File: config.mk
export PLATFORM = sky130hd
export DESIGN_NAME = fetch_unit
export DESIGN_NICKNAME = d
export VERILOG_FILES = /design/src/rtl/fetch_unit.sv
export SDC_FILE = /design/constraint.sdc
export NUM_CORES = 1
export LEC_CHECK = 0
export CAP_MARGIN = 40
export CORE_MARGIN = 2
export CORE_UTILIZATION = 38
export DETAILED_ROUTE_END_ITERATION = 12
export GPL_TIMING_DRIVEN = 1
export PLACE_DENSITY_LB_ADDON = 0.12
export SYNTH_ARGS = -nofsm -noshare
export SYNTH_HDL_FRONTEND = slang
export SYNTH_SLANG_ARGS = --single-unit
File: constraint.sdc
create_clock -name clk -period 2.56 [get_ports clk]
set_input_delay 0.512 -clock clk [delete_from_list [all_inputs] [get_ports clk]]
set_output_delay 0.512 -clock clk [all_outputs]
set_load 0.02 [all_outputs]
File: src/rtl/fetch_unit.sv
`default_nettype none
// ============================================================================
//  Module      : fetch_unit
//  Description : Instruction fetch stage. Owns the PC, fetches one word per
//                step over a req/ack handshake and presents it to the decoder
//                for exactly one execute cycle. Halts when the decoder drops
//                load and waits for resume.
//                Optional feature macro: FETCH_RETIRE_CNT_EN (enables the
//                retired-instruction counter; otherwise retired_cnt is 0).
//  Revision    : 1.0 - initial release
// ============================================================================
module fetch_unit #(
  parameter logic [31:0] RESET_PC  = 32'h0000_0000,
  parameter logic [31:0] NOP_INSTR = 32'h0000_0013
) (
  input  logic        clk,
  input  logic        rst,
  output logic        imem_req,
  output logic [31:0] imem_addr,
  input  logic        imem_ack,
  input  logic [31:0] imem_rdata,
  output logic [31:0] instr,
  output logic        instr_valid,
  input  logic        load,
  input  logic        pc_src,
  input  logic [31:0] pc_target,
  output logic [31:0] pc,
  output logic [31:0] pc_plus4,
  input  logic        resume,
  output logic        halted,
  output logic [31:0] retired_cnt
);

  typedef enum logic [1:0] {
    S_IDLE   = 2'd0,
    S_REQ    = 2'd1,
    S_EXEC   = 2'd2,
    S_HALTED = 2'd3
  } state_t;

  state_t      r_state;
  state_t      w_state_next;
  logic [31:0] r_pc;
  logic [31:0] r_instr;
  logic [31:0] w_pc_plus4;
  logic [31:0] w_pc_next;
  logic        w_pc_load;
  logic        w_instr_load;
  logic        w_retire;
  logic        w_imem_req;
  logic        w_instr_valid;
  logic        w_halted;

  // Sequential increment wraps naturally at 2^32.
  assign w_pc_plus4 = r_pc + 32'd4;

  // Next-state, PC/instruction update enables and state-decoded outputs.
  always_comb begin
    w_state_next  = r_state;
    w_pc_next     = w_pc_plus4;
    w_pc_load     = 1'b0;
    w_instr_load  = 1'b0;
    w_retire      = 1'b0;
    w_imem_req    = 1'b0;
    w_instr_valid = 1'b0;
    w_halted      = 1'b0;
    case (r_state)
      S_IDLE: begin
        w_state_next = S_REQ;
      end
      S_REQ: begin
        w_imem_req = 1'b1;
        if (imem_ack) begin
          w_instr_load = 1'b1;
          w_state_next = S_EXEC;
        end
      end
      S_EXEC: begin
        w_instr_valid = 1'b1;
        if (load) begin
          // Branch targets are forced word-aligned.
          w_pc_next    = pc_src ? (pc_target & 32'hFFFF_FFFC) : w_pc_plus4;
          w_pc_load    = 1'b1;
          w_retire     = 1'b1;
          w_state_next = S_REQ;
        end else begin
          // PC stays on the halt word so software can inspect it.
          w_state_next = S_HALTED;
        end
      end
      S_HALTED: begin
        w_halted = 1'b1;
        if (resume) begin
          w_pc_next    = w_pc_plus4;
          w_pc_load    = 1'b1;
          w_state_next = S_REQ;
        end
      end
      default: begin
        w_state_next = S_IDLE;
      end
    endcase
  end

  // State register; reset abandons any outstanding fetch.
  always_ff @(posedge clk) begin
    if (rst) begin
      r_state <= S_IDLE;
    end else begin
      r_state <= w_state_next;
    end
  end

  // Program counter and fetched instruction registers.
  always_ff @(posedge clk) begin
    if (rst) begin
      r_pc    <= RESET_PC;
      r_instr <= NOP_INSTR;
    end else begin
      if (w_pc_load) begin
        r_pc <= w_pc_next;
      end
      if (w_instr_load) begin
        r_instr <= imem_rdata;
      end
    end
  end

`ifdef FETCH_RETIRE_CNT_EN
  logic [31:0] r_retired_cnt;

  // Count instructions that completed EXEC with load=1; halts are not counted.
  always_ff @(posedge clk) begin
    if (rst) begin
      r_retired_cnt <= 32'h0;
    end else if (w_retire) begin
      r_retired_cnt <= r_retired_cnt + 32'd1;
    end
  end

  assign retired_cnt = r_retired_cnt;
`else
  assign retired_cnt = 32'h0;
`endif

  assign imem_req    = w_imem_req;
  assign imem_addr   = r_pc;
  assign instr       = r_instr;
  assign instr_valid = w_instr_valid;
  assign pc          = r_pc;
  assign pc_plus4    = w_pc_plus4;
  assign halted      = w_halted;

endmodule
`default_nettype wire

==> results.sh <==
export IMPL_status="complete, no violations"
export IMPL_syn_inst=508
export IMPL_fin_cells=852
export IMPL_chipHeight_um=106
export IMPL_diodes=0
export IMPL_route_detailed_drc=0
export IMPL_fmax_mhz=409
export IMPL_start_kind="register"
export IMPL_synth_distinct_cells=50
export IMPL_crit_fanout=9
export IMPL_tightest_slew_ns=0.584
export IMPL_cp_required_ns=2.05
export IMPL_portBuffers=192
export IMPL_worst_skew_pair_late_latency_ns=0.34
export IMPL_synth_warnings=0
export IMPL_antenna_found_initial=0
export IMPL_timing_slew_headroom_pct=60.9
export IMPL_setup_violations=0
export IMPL_cts_buffer_depth=2
export IMPL_clock_sinks=64
export IMPL_drv_cap=0
export IMPL_die_x_um=106
export IMPL_syn_area_mm2=0.00395
export IMPL_fin_worst_skew_ns=0.0140
export IMPL_numCtsBuffers=9
export IMPL_overflow=0
export IMPL_htreeDepth=3
export IMPL_avgViaCountPerCell=4.95
export IMPL_min_path_cells=2
export IMPL_core_area_mm2=0.0102
export IMPL_hpwl_um=9200
export IMPL_ctsRootBufferMaster="clkbuf_8"
export IMPL_drt_total_wl_um=12400
export IMPL_drive_gt1_share_pct=17.0
export IMPL_first_pass_iters=4
export IMPL_power_density_mw_per_mm2=473
export IMPL_grt_pass1_wl_um=19400
export IMPL_synth_seq_cells=64
export IMPL_arrival_ns=1.94
export IMPL_path_clk_slew_ns=0.08
export IMPL_synth_area_leaders="dfxtp_1, buf_4, nand2_1, a21oi_1, xnor2_1"
export IMPL_utilization_pct=60.1
export IMPL_synthToLayoutAreaGrowth_pct=55.6
export IMPL_ff2ff_setup_slack_ns=0.44
export IMPL_yosysTopAreaCellShare_pct=32.4
export IMPL_drtIter0Drc=234
export IMPL_nets=787
export IMPL_synth_flop_cell="dfxtp_1"
export IMPL_end_kind="output pin"
export IMPL_r2r_start="r_state[0]"
export IMPL_ff2ff_path_depth=7
export IMPL_placedCellCount=836
export IMPL_fin_setup_tns_ns=0
export IMPL_fin_crit_sh_pct=95.6
export IMPL_worstHoldStart="instr[31]"
export IMPL_initial_core_util_pct=38.6
export IMPL_async_flop_share_pct=0
export IMPL_grt_max_degree=38
export IMPL_reg2reg_to="imem_addr[24]"
export IMPL_hold_viol_final=0
export IMPL_grt_use_total_pct=21.3
export IMPL_whs_endpoint="instr[31]"
export IMPL_place_congestion=0.813
export IMPL_yosysSeqAreaShare_pct=32.4
export IMPL_cpMaxStageDelayCell="dfxtp_1"
export IMPL_worstSetupPathType="register to output pin"
export IMPL_io_pins=233
export IMPL_slew_violations=0
export IMPL_synth_edf_count=0
export IMPL_yosys_area_top_type="dfxtp_1"
export IMPL_slowest_delay_ns=0.36
export IMPL_postRouteAntennaNets=0
export IMPL_hold_path_class="register to register"
export IMPL_fin_crit_ns=2.45
export IMPL_grt_pass1_vias=3950
export IMPL_cts_tree="done"
export IMPL_rows=37
export IMPL_path_cells="ha_1 -> nand3_2 -> nor3_4 -> buf_12 -> nand3_4 -> nor2_2 -> xor2_1 -> buf_2"
export IMPL_peakVddDrop_v=0.000233
export IMPL_routedWlPerCell_um=14.6
export IMPL_leakage_uw=0.00252
export IMPL_syn_area_per_cell_um2=7.78
export IMPL_dieArea_mm2=0.0112
export IMPL_num_vias=4218
[repair_timing]
item / in CTS / in global routing
buffers inserted: 0 / 1
hold buffers: 0 / 0
setup endpoints to repair: 25 / 22
pin swaps: 1 / 6
gates resized for setup: 50 / 49
[through the flow]
stage / hold WS, ns / setup slack (ns) / area (µm²) / total power [µW]
3_3_place_gp: 0.442 / 0.00686 / 6030 / 2200
2_1_floorplan: 0.465 / 0.0919 / 4090 / 1770
3_5_place_dp: 0.446 / 0.0137 / 6030 / 2220
6_report: 0.456 / 0.112 / 6150 / 2910
4_1_cts: 0.457 / -0.0754 / 6170 / 2940
5_1_grt: 0.473 / -0.0278 / 6150 / 3060
[cell families after synthesis]
| kind of cell | after synthesis | synth area share, % |
|---|---|---|
| xor gates and xnor gates | 28 | 6.21 |
| adders and majority gates | 5 | 1.58 |
| muxes | 2 | 0.507 |
| AOI/OAI and AO/OA | 111 | 18.0 |
| buffers and inverters | 105 | 16.6 |
| DFF | 64 | 32.4 |
| and+or+nand+nor | 192 | 24.6 |
| other | 1 | 0.0949 |
[placed cells by master (no fill, tap or decap), types with 3 or more instances in the layout]
| cell | Yosys | final |
|---|---|---|
| a22o_1 | 4 | 4 |
| buf_4 | 68 | 60 |
| xnor2_1 | 19 | 18 |
| a2bb2oi_1 | 3 | 3 |
| nor3_1 | 4 | 3 |
| ha_1 | 5 | 5 |
| buf_2 | 4 | 5 |
| dfxtp_1 | 64 | 55 |
| a21boi_0 | 3 | 3 |
| o211ai_1 | 9 | 9 |
| a22oi_1 | 21 | 20 |
| nand4_1 | 5 | 5 |
| inv_1 | 10 | 10 |
| clkdlybuf4s50_1 | 0 | 165 |
| nor3_4 | 3 | 3 |
| xor2_1 | 9 | 9 |
| nor2_1 | 32 | 30 |
| dlygate4sd2_1 | 0 | 5 |
| nand3_4 | 2 | 3 |
| o21ai_0 | 13 | 13 |
| clkbuf_2 | 0 | 12 |
| clkinv_2 | 0 | 4 |
| nand3_1 | 20 | 20 |
| conb_1 | 1 | 38 |
| dfxtp_2 | 0 | 9 |
| a211oi_1 | 3 | 3 |
| clkbuf_8 | 0 | 9 |
| and3_1 | 7 | 6 |
| nand2_1 | 91 | 91 |
| a31oi_1 | 5 | 5 |
| a21oi_1 | 41 | 41 |
| or3_1 | 9 | 9 |
[power by group]
group          switching (µW)  leakage (µW)  internal, µW  total [µW]
sequential               56.2      0.000525          1070        1130
clock                     407     0.0000886           342         749
combinational             549       0.00191           481        1030
[cell type report]
cell class	instances	area (µm²)
fillers	934	4080
repair buffers	251	2290
multi-input cells	376	2190
flip-flops and latches	64	1290
well taps	136	170
clock buffers	9	124
clock inverters	6	37.5
inverters	10	37.5
[worst max path at each step]
| stage | from | endpoint | slack, ns | cells after the start |
|---|---|---|---|---|
| 6_report | imem_addr[2] | pc_plus4[30] | 0.11 | 8 |
| 5_1_grt | imem_addr[2] | pc_plus4[30] | -0.03 | 8 |
| 4_1_cts | imem_addr[8] | pc_plus4[31] | -0.08 | 7 |
| 3_5_place_dp | imem_addr[7] | pc_plus4[31] | 0.01 | 7 |
| 3_3_place_gp | imem_addr[7] | pc_plus4[31] | 0.007 | 7 |
| 2_1_floorplan | imem_addr[2] | pc_plus4[28] | 0.09 | 6 |
[registers in the layout (all words and copies together) (netlist names)]
| register | cells |
|---|---|
| imem_addr | 30 |
| instr | 32 |
| r_state | 2 |
[layer usage]
| metal | up-vias | global-route usage (%) | routed length [µm] |
|---|---|---|---|
| met5 | - | 0 | 0 |
| met2 | 153 | 37.3 | 6160 |
| met3 | 13 | 3.80 | 663 |
| met4 | 0 | 7.42 | 161 |
| li1 | 2055 | - | - |
| met1 | 1997 | 26.2 | 5420 |
[worst max-delay path, delay by kind of cell (launching register included)]
family | cells | cell delay (ns)
buffers and inverters | 2 | 0.33
adder cells (fa/ha/maj) | 1 | 0.20
XOR/XNOR | 1 | 0.13
AND/OR/NAND/NOR | 4 | 0.56
flip-flops | 1 | 0.36
[cells in the mapped netlist, types with 2 or more instances]
cell and n:
a211oi_1 3, a21boi_0 3, a21oi_1 41, a22o_1 4, a22oi_1 21, a2bb2oi_1 3
a31oi_1 5, and2_1 2, and3_1 7, and4_1 2, buf_1 6, buf_2 4
buf_4 68, clkbuf_1 17, dfxtp_1 64, ha_1 5, inv_1 10, mux2i_1 2
nand2_1 91, nand3_1 20, nand3_2 3, nand3_4 2, nand3b_1 2, nand4_1 5
nor2_1 32, nor3_1 4, nor3_4 3, nor4_1 2, o211ai_1 9, o21ai_0 13
or3_1 9, or4_1 2, xnor2_1 19, xor2_1 9
Note: power is estimated with default switching activity, not from simulation.
